==> config.mk <==
export PLATFORM = sky130hd
export DESIGN_NAME = grid_io_cfg_bank
export DESIGN_NICKNAME = d
export VERILOG_FILES = /design/src/rtl/grid_io_cfg_bank.sv
export SDC_FILE = /design/constraint.sdc
export NUM_CORES = 1
export LEC_CHECK = 0
export BUFFER_PORTS_ARGS = -buffer_cell sky130_fd_sc_hd__clkbuf_2
export CELL_PAD_IN_SITES_DETAIL_PLACEMENT = 0
export CELL_PAD_IN_SITES_GLOBAL_PLACEMENT = 1
export CORE_MARGIN = 2
export CORE_UTILIZATION = 25
export CTS_BUF_LIST = sky130_fd_sc_hd__clkbuf_4 sky130_fd_sc_hd__clkbuf_8
export DETAILED_ROUTE_END_ITERATION = 12
export HOLD_SLACK_MARGIN = 0.03
export PLACE_DENSITY = 0.58
export SYNTH_ARGS = -nofsm -noshare
export SYNTH_HDL_FRONTEND = slang
export SYNTH_SLANG_ARGS = --single-unit
==> constraint.sdc <==
create_clock -name prog_clk -period 5 [get_ports prog_clk]
set_clock_uncertainty 0.1 [all_clocks]
set_input_delay 0.5 -clock prog_clk [delete_from_list [all_inputs] [get_ports prog_clk]]
set_output_delay 0.5 -clock prog_clk [all_outputs]
set_load 0.005 [all_outputs]
==> src/rtl/grid_io_cfg_bank.sv <==
// grid_io_cfg_bank: valid/ready configuration engine for NUM_IO pads, each holding CFG_W bits.
// Defining GRID_IO_CFG_PARITY_EN adds a cfg_parity input and rejects writes whose parity mismatches.
module grid_io_cfg_bank #(
   parameter int               NUM_IO  = 8,
   parameter int               ADDR_W  = 3,
   parameter int               CFG_W   = 4,
   parameter logic [CFG_W-1:0] CFG_RST = '0
) (
   input  logic                    prog_clk,
   input  logic                    pReset,
   input  logic                    cfg_valid,
   output logic                    cfg_ready,
   input  logic                    cfg_wr,
   input  logic                    cfg_bcast,
   input  logic [ADDR_W-1:0]       cfg_addr,
   input  logic [CFG_W-1:0]        cfg_data,
   output logic                    resp_valid,
   output logic [CFG_W-1:0]        resp_data,
   output logic                    resp_err,
   output logic [NUM_IO*CFG_W-1:0] io_cfg,
   output logic                    cfg_done
`ifdef GRID_IO_CFG_PARITY_EN
   ,
   input  logic                    cfg_parity
`endif
);

   typedef enum logic [1:0] {IDLE, DECODE, EXEC, RESP} state_t;

   localparam logic [ADDR_W:0] NUM_IO_L = (ADDR_W+1)'(NUM_IO);

   state_t              state;
   logic                wr_p0;
   logic                bcast_p0;
   logic [ADDR_W-1:0]   addr_p0;
   logic [CFG_W-1:0]    data_p0;
   logic                par_err_p0;
   logic                par_err_in;
   logic [NUM_IO-1:0]   en_nxt;
   logic                err_nxt;
   logic [NUM_IO-1:0]   en_p1;
   logic                err_p1;
   logic [NUM_IO-1:0]   written;
   logic [CFG_W-1:0]    rd_slice;

`ifdef GRID_IO_CFG_PARITY_EN
   assign par_err_in = cfg_wr & ((^cfg_data) ^ cfg_parity);
`else
   assign par_err_in = 1'b0;
`endif

   // stage p0: request captured at the handshake (ready is high only in IDLE)
   always_ff @(posedge prog_clk) begin
      if (state == IDLE && cfg_valid) begin
         wr_p0      <= cfg_wr;
         bcast_p0   <= cfg_bcast;
         addr_p0    <= cfg_addr;
         data_p0    <= cfg_data;
         par_err_p0 <= par_err_in;
      end
   end

   always_comb begin
      en_nxt = '0;
      for (int i = 0; i < NUM_IO; i++)
         en_nxt[i] = bcast_p0 | (addr_p0 == ADDR_W'(i));
      err_nxt = (!bcast_p0 && ({1'b0, addr_p0} >= NUM_IO_L)) || (!wr_p0 && bcast_p0) || par_err_p0;
   end

   // Reads never carry bcast without err, so en_p1 is one-hot whenever this is used.
   always_comb begin
      rd_slice = '0;
      for (int i = 0; i < NUM_IO; i++)
         if (en_p1[i]) rd_slice = io_cfg[i*CFG_W +: CFG_W];
   end

   // stage p1: decoded enables and err flag; EXEC commits, RESP pulses
   always_ff @(posedge prog_clk or posedge pReset) begin
      if (pReset) begin
         state      <= IDLE;
         cfg_ready  <= 1'b1;
         resp_valid <= 1'b0;
         resp_data  <= '0;
         resp_err   <= 1'b0;
         io_cfg     <= {NUM_IO{CFG_RST}};
         written    <= '0;
         cfg_done   <= 1'b0;
         en_p1      <= '0;
         err_p1     <= 1'b0;
      end else begin
         cfg_done <= &written;
         case (state)
            IDLE: begin
               if (cfg_valid) begin
                  cfg_ready <= 1'b0;
                  state     <= DECODE;
               end
            end
            DECODE: begin
               en_p1  <= en_nxt;
               err_p1 <= err_nxt;
               state  <= EXEC;
            end
            EXEC: begin
               if (err_p1) begin
                  resp_data <= '0;
               end else if (wr_p0) begin
                  for (int i = 0; i < NUM_IO; i++) begin
                     if (en_p1[i]) begin
                        io_cfg[i*CFG_W +: CFG_W] <= data_p0;
                        written[i]               <= 1'b1;
                     end
                  end
                  resp_data <= data_p0;
               end else begin
                  resp_data <= rd_slice;
               end
               resp_err   <= err_p1;
               resp_valid <= 1'b1;
               state      <= RESP;
            end
            RESP: begin
               resp_valid <= 1'b0;
               cfg_ready  <= 1'b1;
               state      <= IDLE;
            end
            default: state <= IDLE;
         endcase
      end
   end

endmodule

=== Yosys cells after proc, flatten, opt, wreduce, memory -nomap -nowiden ===
Cells that the tools add are included.

* Equal/unequal tests: 11
* Muxes and demuxes: 15
* Bitwise logic cells: 9
* Reduce and logical (&&, ||, !) cells: 17

{| class="wikitable"
|+ Operators with widths
! kind !! count
|-
| $mux W4 || 10
|-
| $reduce_and A4 Y1 || 8
|-
| $eq A3 B3 Y1 const B || 4
|-
| $or A1 B1 Y1 || 8
|-
| $pmux W2 S4 || 1
|-
| $reduce_and A8 Y1 || 1
|-
| $eq A3 B2 Y1 const B || 2
|-
| $eq A2 B2 Y1 const B || 2
|-
| $pmux W1 S2 || 2
|-
| $reduce_bool A2 Y1 || 2
|-
| $eq A3 B1 Y1 const B || 1
|-
| $logic_not A3 Y1 || 1
|-
| $eq A2 B1 Y1 const B || 1
|-
| $logic_and A1 B1 Y1 || 2
|-
| $logic_not A2 Y1 || 1
|-
| $mux W2 || 1
|-
| $ne A2 B2 Y1 const B || 1
|-
| $reduce_and A2 Y1 || 1
|-
| $logic_not A1 Y1 || 1
|-
| $mux W1 || 1
|-
| $not A1 Y1 || 1
|}

* Register bits: 68
* Input bits: 12
* Word-level logic and storage cells: 80

=== Depth between registers and ports, before layout ===
Gate-level depths: netlist (run 1).

* Word-level depth: 10
* Gate-level depth with buffers: 6
* Gate-level depth less buffers: 6

=== Worst setup path after synthesis (run 1) ===
No wires, ideal clock.

* Kind: reg-to-reg
* From: register state[0]
* To: register io_cfg[10]
* Library setup time: 125 ps
* Arrival time: 1548 ps
* Path slack: 3227 ps
* Stages on the path, launching flop included: 7
* Clock period less this slack: 1773 ps
* Path through: dfrtp_1 inv_1 ha_1 and3_4 buf_12 nand2_8 mux2_4

* Word-level cells in the longest chain between the ends: 2

{| class="wikitable"
|+ RTL lines
! what !! line !! RTL
|-
| start, declared || 32 || <nowiki>state_t state;</nowiki>
|-
| start signal, assigned || 80 || <nowiki>state <= IDLE;</nowiki>
|-
| start signal, assigned || 96 || <nowiki>state <= DECODE;</nowiki>
|-
| start signal, assigned || 102 || <nowiki>state <= EXEC;</nowiki>
|-
| $eq A2 B2 Y1 || 92 || <nowiki>case (state)</nowiki>
|-
| $reduce_and A4 Y1 (no source line) || -- ||
|-
| end signal, assigned || 85 || <nowiki>io_cfg <= {NUM_IO{CFG_RST}};</nowiki>
|-
| end signal, assigned by index || 110 || <nowiki>io_cfg[i*CFG_W +: CFG_W] <= data_p0;</nowiki>
|-
| end, declared || 20 || <nowiki>output logic [NUM_IO*CFG_W-1:0] io_cfg,</nowiki>
|}

Every way passes these cells.
A chain may end at the register's enable or synchronous reset.

=== Worst setup path after layout (run 1) ===
* From: register state[0]
* To: register io_cfg[27]

The elaborated chain is that of the path after synthesis.

==> results of run 1 <==
==> registers in the layout, summed over array words and instances, names as in the netlist <==
name and count:
resp_valid 1, io_cfg 32, err_p1 1, data_p0 4
bcast_p0 1, resp_data 4, cfg_ready 1, state 2
en_p1 8, resp_err 1, written 8, addr_p0 3
wr_p0 1, cfg_done 1
==> cells by family (layout without fill, tap and decap cells) <==
logic type / count (synthesis) / after routing / share of synthesized area, %
and+or+nand+nor: 73 / 73 / 15.8
DFF: 68 / 68 / 54.3
AOI/OAI and AO/OA: 44 / 44 / 8.86
muxes: 33 / 33 / 15.3
buffers and inverters: 27 / 82 / 3.81
adders and majority gates: 5 / 5 / 1.94
==> stage by stage <==
| step | setup slack [ns] | utilization, % | hold WS, ns | cell area [um2] | power, uW |
|---|---|---|---|---|---|
| CTS | 2.89 | 30.4 | 0.210 | 3820 | 2530 |
| global route | 2.80 | 30.4 | 0.211 | 3820 | 2670 |
| detailed placement | 2.90 | 28.9 | 0.353 | 3630 | 2080 |
| global placement | 2.95 | 28.9 | 0.351 | 3630 | 2060 |
| finish | 2.92 | 30.4 | 0.229 | 3820 | 2480 |
| floorplan | 2.95 | - | 0.334 | 3220 | 1730 |
==> worst max-delay path: stages, from the launching register on <==
cell	delay (ns)
dfrtp_1	0.40
inv_1	0.13
ha_1	0.35
and3_4	0.56
nand2_8	0.11
mux2_4	0.32
==> worst min path at each step <==
stage,endpoint,slack [ns]
2_1_floorplan,written[3],0.33
3_5_place_dp,written[5],0.35
5_1_grt,data_p0[2],0.21
4_1_cts,data_p0[0],0.21
6_report,data_p0[1],0.23
3_3_place_gp,written[2],0.35
==> cells in the final DEF, fill, tap and decap left out, types with 4 or more instances in the layout <==
master	instances
o221ai_1	4
a221oi_1	6
mux2_4	32
nand2_1	10
inv_1	11
ha_1	5
a21oi_1	15
nand3_1	4
clkbuf_2	51
nor3b_1	6
o211ai_1	4
edfxtp_1	9
nor2_1	16
clkbuf_8	9
nand2b_1	18
dfrtp_1	58
nand2_8	8
a31oi_1	8
==> layer usage <==
layer	vias up	part of all wire (%)	global-route usage [%]
li1	987	-	-
met1	966	50	15.8
met2	43	45	16.0
met3	6	4.3	3.78
met4	0	0.90	2.71
met5	-	0	0
==> power groups by stage <==
| stage | sequential (uW) | combinational (uW) | clock, uW |
|---|---|---|---|
| 2_1_floorplan | 1010 | 723 | 0 |
| 3_3_place_gp | 1150 | 915 | 0 |
| 3_5_place_dp | 1150 | 925 | 0 |
| 4_1_cts | 1140 | 928 | 461 |
| 5_1_grt | 1180 | 1000 | 485 |
| 6_report | 1130 | 909 | 443 |
==> final cells by class <==
type / count / area [um2] / area share (%)
clock buffers: 11 / 139 / 3.64
clock inverters: 5 / 52.6 / 1.38
inverters: 14 / 52.6 / 1.38
multi-input cells: 155 / 1350 / 35.3
flip-flops and latches: 68 / 1750 / 45.8
well taps: 172 / 215 / 5.64
repair buffers: 52 / 263 / 6.88
==> run metrics, run 1 <==
worst reg-to-reg setup slack=2.92 ns; R2R Path End=io_cfg[27]; Die Wd=117 um; status=complete, no violations; dpl cells=461; number of global-route vias before repair=2012; Seq pwr share=45.6%; final setup fails=0; row count=41; clock power share=17.8%; crit-path max FO=9; top-count cell post-synth=dfrtp_1; combinational power share=36.6%; Period Utilization, post-route=41.5%; CTS tree=done; share of cells above drive strength 1=37.4%; 1st-pass router iterations=4; TritonCTS Buffers=9; clk buf depth=2; clk sinks=68; Slew HR=49.6%; r2r worst-path depth=5; Clock Pin Slew Worst Setup and Hold Paths=0.07 ns; ys flop type=dfrtp_1; power per cell area=651 nW/um2; CP Launch Type=flop; Synth area leader=dfrtp_1; switching power=903 uW; setup tns final=0 ns; DRC viols=0; R2R Path Start=state[0]; post_cts resized=0; Via-to-Cell Ratio=4.20; Seq/Total Area, Yosys=54.3%; Sw Share=36.4%; Leak=0.00172 uW; Period minus WS final=2.08 ns; Hold Path Class=input pin to flop; Clk Latency, worst-skew pair=0.34 ns; Worst Max-Slew Pin Slew=0.757 ns; max cap viols=0; Area Growth Syn to Fin=18.6%; Worst Path Required=5.13 ns; largest net degree at the start of global routing=60; filler instances=1287; Post-synth top cells=58 x dfrtp_1, 32 x mux2_4, 18 x nand2b_1; initial core utilization=25.6%; die height=117 um; crit path from=state[0]; Final Hold Viols=0; RSZ-0062 raised after global routing=false; ys async rst share=86.8%; maximum resistive drop on vdd=0.184 mV; Post-Synthesis Cells=250; synth top area cells=dfrtp_1 45%, mux2_4 15%, edfxtp_1 8.4%, nand2_8 5.0%, nand2b_1 3.5%; CP arrival=2.21 ns; Yosys cell types=33; hold_sp=cfg_data[1]; WL final=7230 um; Hold Crit Depth=1; Post-synth EDFFs=9; grt total ovfl=0; Setup Buffers After CTS=0; Max Freq=0.481 GHz; DRT iter0 DRCs=105; Root Driver=clkbuf_8; IO Count=52; synthesized area=3220 um2; via count=2002; post-route insts no fill=477; Mean Syn Cell Area=12.9 um2; syn nets=267; antenna violations before repair=0; Setup crit end=io_cfg[27]; Final nets=317; area share of the largest cell type after synthesis=45.1%; synthesized flop and latch total=68; Slew Viols, Final=0; CORE AREA=12600 um2; first-pass GRT wire length=11600 um; P_int=1580 uW; global placement routability congestion=0.753; GRT Util Overall=11.0%; crit end category=flop; crit path kind=flop to flop; Hold Buf Count CTS=0; ant diodes=0; Port Buf Inserts=51; ANT nets after route=0; die area=13800 um2; DR WL/cell=15.2 um; HPWL after DPL=5210 um; H-tree levels=3; number of synthesis warnings=0
Power figures use the tool's default switching activity.
==> run 2: changes to the inputs <==
- ABC_AREA: unset -> 1
- PLACE_DENSITY: 0.58 -> 0.63
- clock period: 5 -> 1.86 ns (I/O delays scaled with it)
==> run 2 against run 1 <==
  * Register-to-register slack worse by 2.9 ns
  * Combinational power grew 140%
  * Sequential power grew 140%
  * Critical path depth is 2 higher
  * Die area down 9.5%
  * Global-route usage grew 1.6 points
  * Via count up 18%
  * Total power up 150%
  * First-iteration DRC count decreased by 12%
  * Clock-buffer cell count is the same
  * Wire length grew 3.4%
==> run metrics, run 2 <==
Port Buf Inserts=51; CP arrival=1.88 ns; synthesized flop and latch total=68; Period minus WS final=1.79 ns; Final Hold Viols=0; switching power=2400 uW; H-tree levels=3; number of synthesis warnings=0; Clk Latency, worst-skew pair=0.34 ns; Worst path depth=7; DR WL/cell=13.8 um; slowest stage delay, CP=0.41 ns; Via-to-Cell Ratio=4.38; Root Driver=clkbuf_8; area share of the largest cell type after synthesis=50.0%; critical path's top delay family=simple AND/OR/NAND/NOR gates; Yosys cell types=21; CORE AREA=11400 um2; HPWL after DPL=5340 um; CP Launch Type=flop; Period Utilization, post-route=96.1%; CTS tree=done; power per cell area=1680 nW/um2; initial core utilization=25.5%; first-pass GRT wire length=12400 um; Hold Path Class=input pin to flop; Seq/Total Area, Yosys=60.2%; syn nets=337; number of global-route vias before repair=2365; setup tns final=0 ns; worst reg-to-reg setup slack=0.07 ns; die height=112 um; 1st-pass router iterations=4; Setup WS post-layout=0.0721 ns; antenna violations before repair=0; global placement routability congestion=0.836; status=complete, no violations; Post-Synthesis Cells=320; via count=2367; Worst Max-Slew Pin Slew=0.517 ns; synthesized area=2900 um2; GR peak layer=met2; Leak=0.00182 uW; Post-synth top cells=96 x nand2_1, 58 x dfrtp_1, 32 x o21ai_0; met2 Use GR=19.5%; Setup crit end=io_cfg[14]; Synth area leader=dfrtp_1; most frequent cells in the layout=96 x nand2_1, 58 x dfrtp_1, 51 x clkbuf_2; row count=39; IO Count=52; WL final=7480 um; GR Util met1=17.5%; ys async rst share=86.8%; top flop regs=io_cfg (32), en_p1 (8), written (8); Clock Pin Slew Worst Setup and Hold Paths=0.08 ns; Area Growth Syn to Fin=26.1%; Max Freq=0.559 GHz; GRT Util Overall=12.6%; P_int=3730 uW; filler instances=1195; ant diodes=0; met3 Use GR=2.29%; crit-path max FO=10; slowest CP cell=dfrtp_1; Seq pwr share=44.3%; crit path kind=flop to flop; grt total ovfl=0; top-count cell post-synth=nand2_1; ys flop type=dfrtp_1; post-route insts no fill=541; Biggest register=io_cfg; clk sinks=68; max cap viols=0; final setup fails=0; Worst Path Required=1.95 ns; Sw Share=39.2%; max reg flops=32; DRC viols=0; dpl ws=0.0777 ns; most common cell after layout, fill and taps aside=nand2_1; Slew Viols, Final=0; combinational power share=35.6%; TritonCTS Buffers=9; Mean Syn Cell Area=9.07 um2; Fin Hold WS=0.0840 ns; crit path buf inv count=2; Die Wd=112 um; R2R Path Start=state[0]; Post-synth EDFFs=9; dpl cells=515; clock power share=20.1%; r2r worst-path depth=7; most used cell, CP=inv_1; RSZ-0062 raised after global routing=true; die area=12500 um2; Setup Buffers After CTS=0; DRT iter0 DRCs=92; clk buf depth=2; Final nets=410; maximum resistive drop on vdd=0.606 mV; R2R Path End=io_cfg[14]; share of cells above drive strength 1=20.1%; crit path from=state[0]; crit end category=flop; largest net degree at the start of global routing=40; synth top area cells=dfrtp_1 50%, nand2_1 12%, edfxtp_1 9.3%, o21ai_0 5.5%, nand3_1 4.1%; Slew HR=65.5%; ANT nets after route=0; CP Cell Sequence=inv_1 -> ha_1 -> inv_1 -> nor2_8 -> nand3_1 -> nand2_1 -> o21ai_0
run 2: per-layer routing:
layer / routed length [um] / part of all wire [%] / vias to the layer above
li1: - / - / 1186
met1: 3590 / 48 / 1115
met2: 3460 / 46 / 55
met3: 304 / 4.1 / 11
met4: 116 / 1.6 / 0
met5: 0 / 0 / -
run 2: timing repair:
action / in CTS / in global routing
hold buffers: 10 / 0
resized for setup: 0 / 1
hold endpoints to repair: 28 / 0
endpoints found under the setup margin: 0 / 31
run 2: power by group through the flow:
stage / Combinational [uW] / Sequential (uW) / Clock, uW
floorplan: 1410 / 2570 / 0
global placement: 2150 / 2740 / 0
detailed placement: 2190 / 2750 / 0
CTS: 2220 / 2720 / 1270
global route: 2570 / 2810 / 1340
finish: 2190 / 2720 / 1230
run 2: cell type report:
cell class	instances	area (um2)	share of cell area (%)
Inverter	33	124	3.38
Clock inverter	5	52.6	1.44
Multi-Input combinational cell	215	1010	27.5
Tap cell	143	179	4.89
Timing Repair Buffer	66	405	11.1
Clock buffer	11	145	3.96
Sequential cell	68	1750	47.7
run 2: worst reg2reg max path: stages, from the launching register on:
cell,delay [ns]
dfrtp_1,0.41
inv_1,0.13
ha_1,0.18
inv_1,0.13
nor2_8,0.19
nand3_1,0.28
nand2_1,0.14
o21ai_0,0.09
run 2: worst min path at each step:
stage / startpoint / end / slack, ns / cells after the start
after floorplan: cfg_addr[0] / addr_p0[0] / 0.18 / 0
after global placement: pReset / resp_valid / 0.13 / 2
after detailed placement: pReset / resp_valid / 0.13 / 2
after CTS: cfg_valid / cfg_ready / 0.07 / 3
after global routing: cfg_valid / cfg_ready / 0.08 / 3
final: cfg_valid / cfg_ready / 0.08 / 3
run 2: stage by stage:
step | util [%] | total power (uW) | cell area [um2]
floorplan | - | 3980 | 2900
global placement | 29.5 | 4890 | 3360
detailed placement | 29.5 | 4940 | 3360
CTS | 32.2 | 6220 | 3660
global route | 32.2 | 6720 | 3660
finish | 32.2 | 6140 | 3660
run 2: logic make-up after synthesis:
group / share of synthesized area (%)
buffers and inverters: 5.26
adders and majority gates: 2.16
and+or+nand+nor: 22.2
AOI/OAI and AO/OA: 10.2
DFF: 60.2
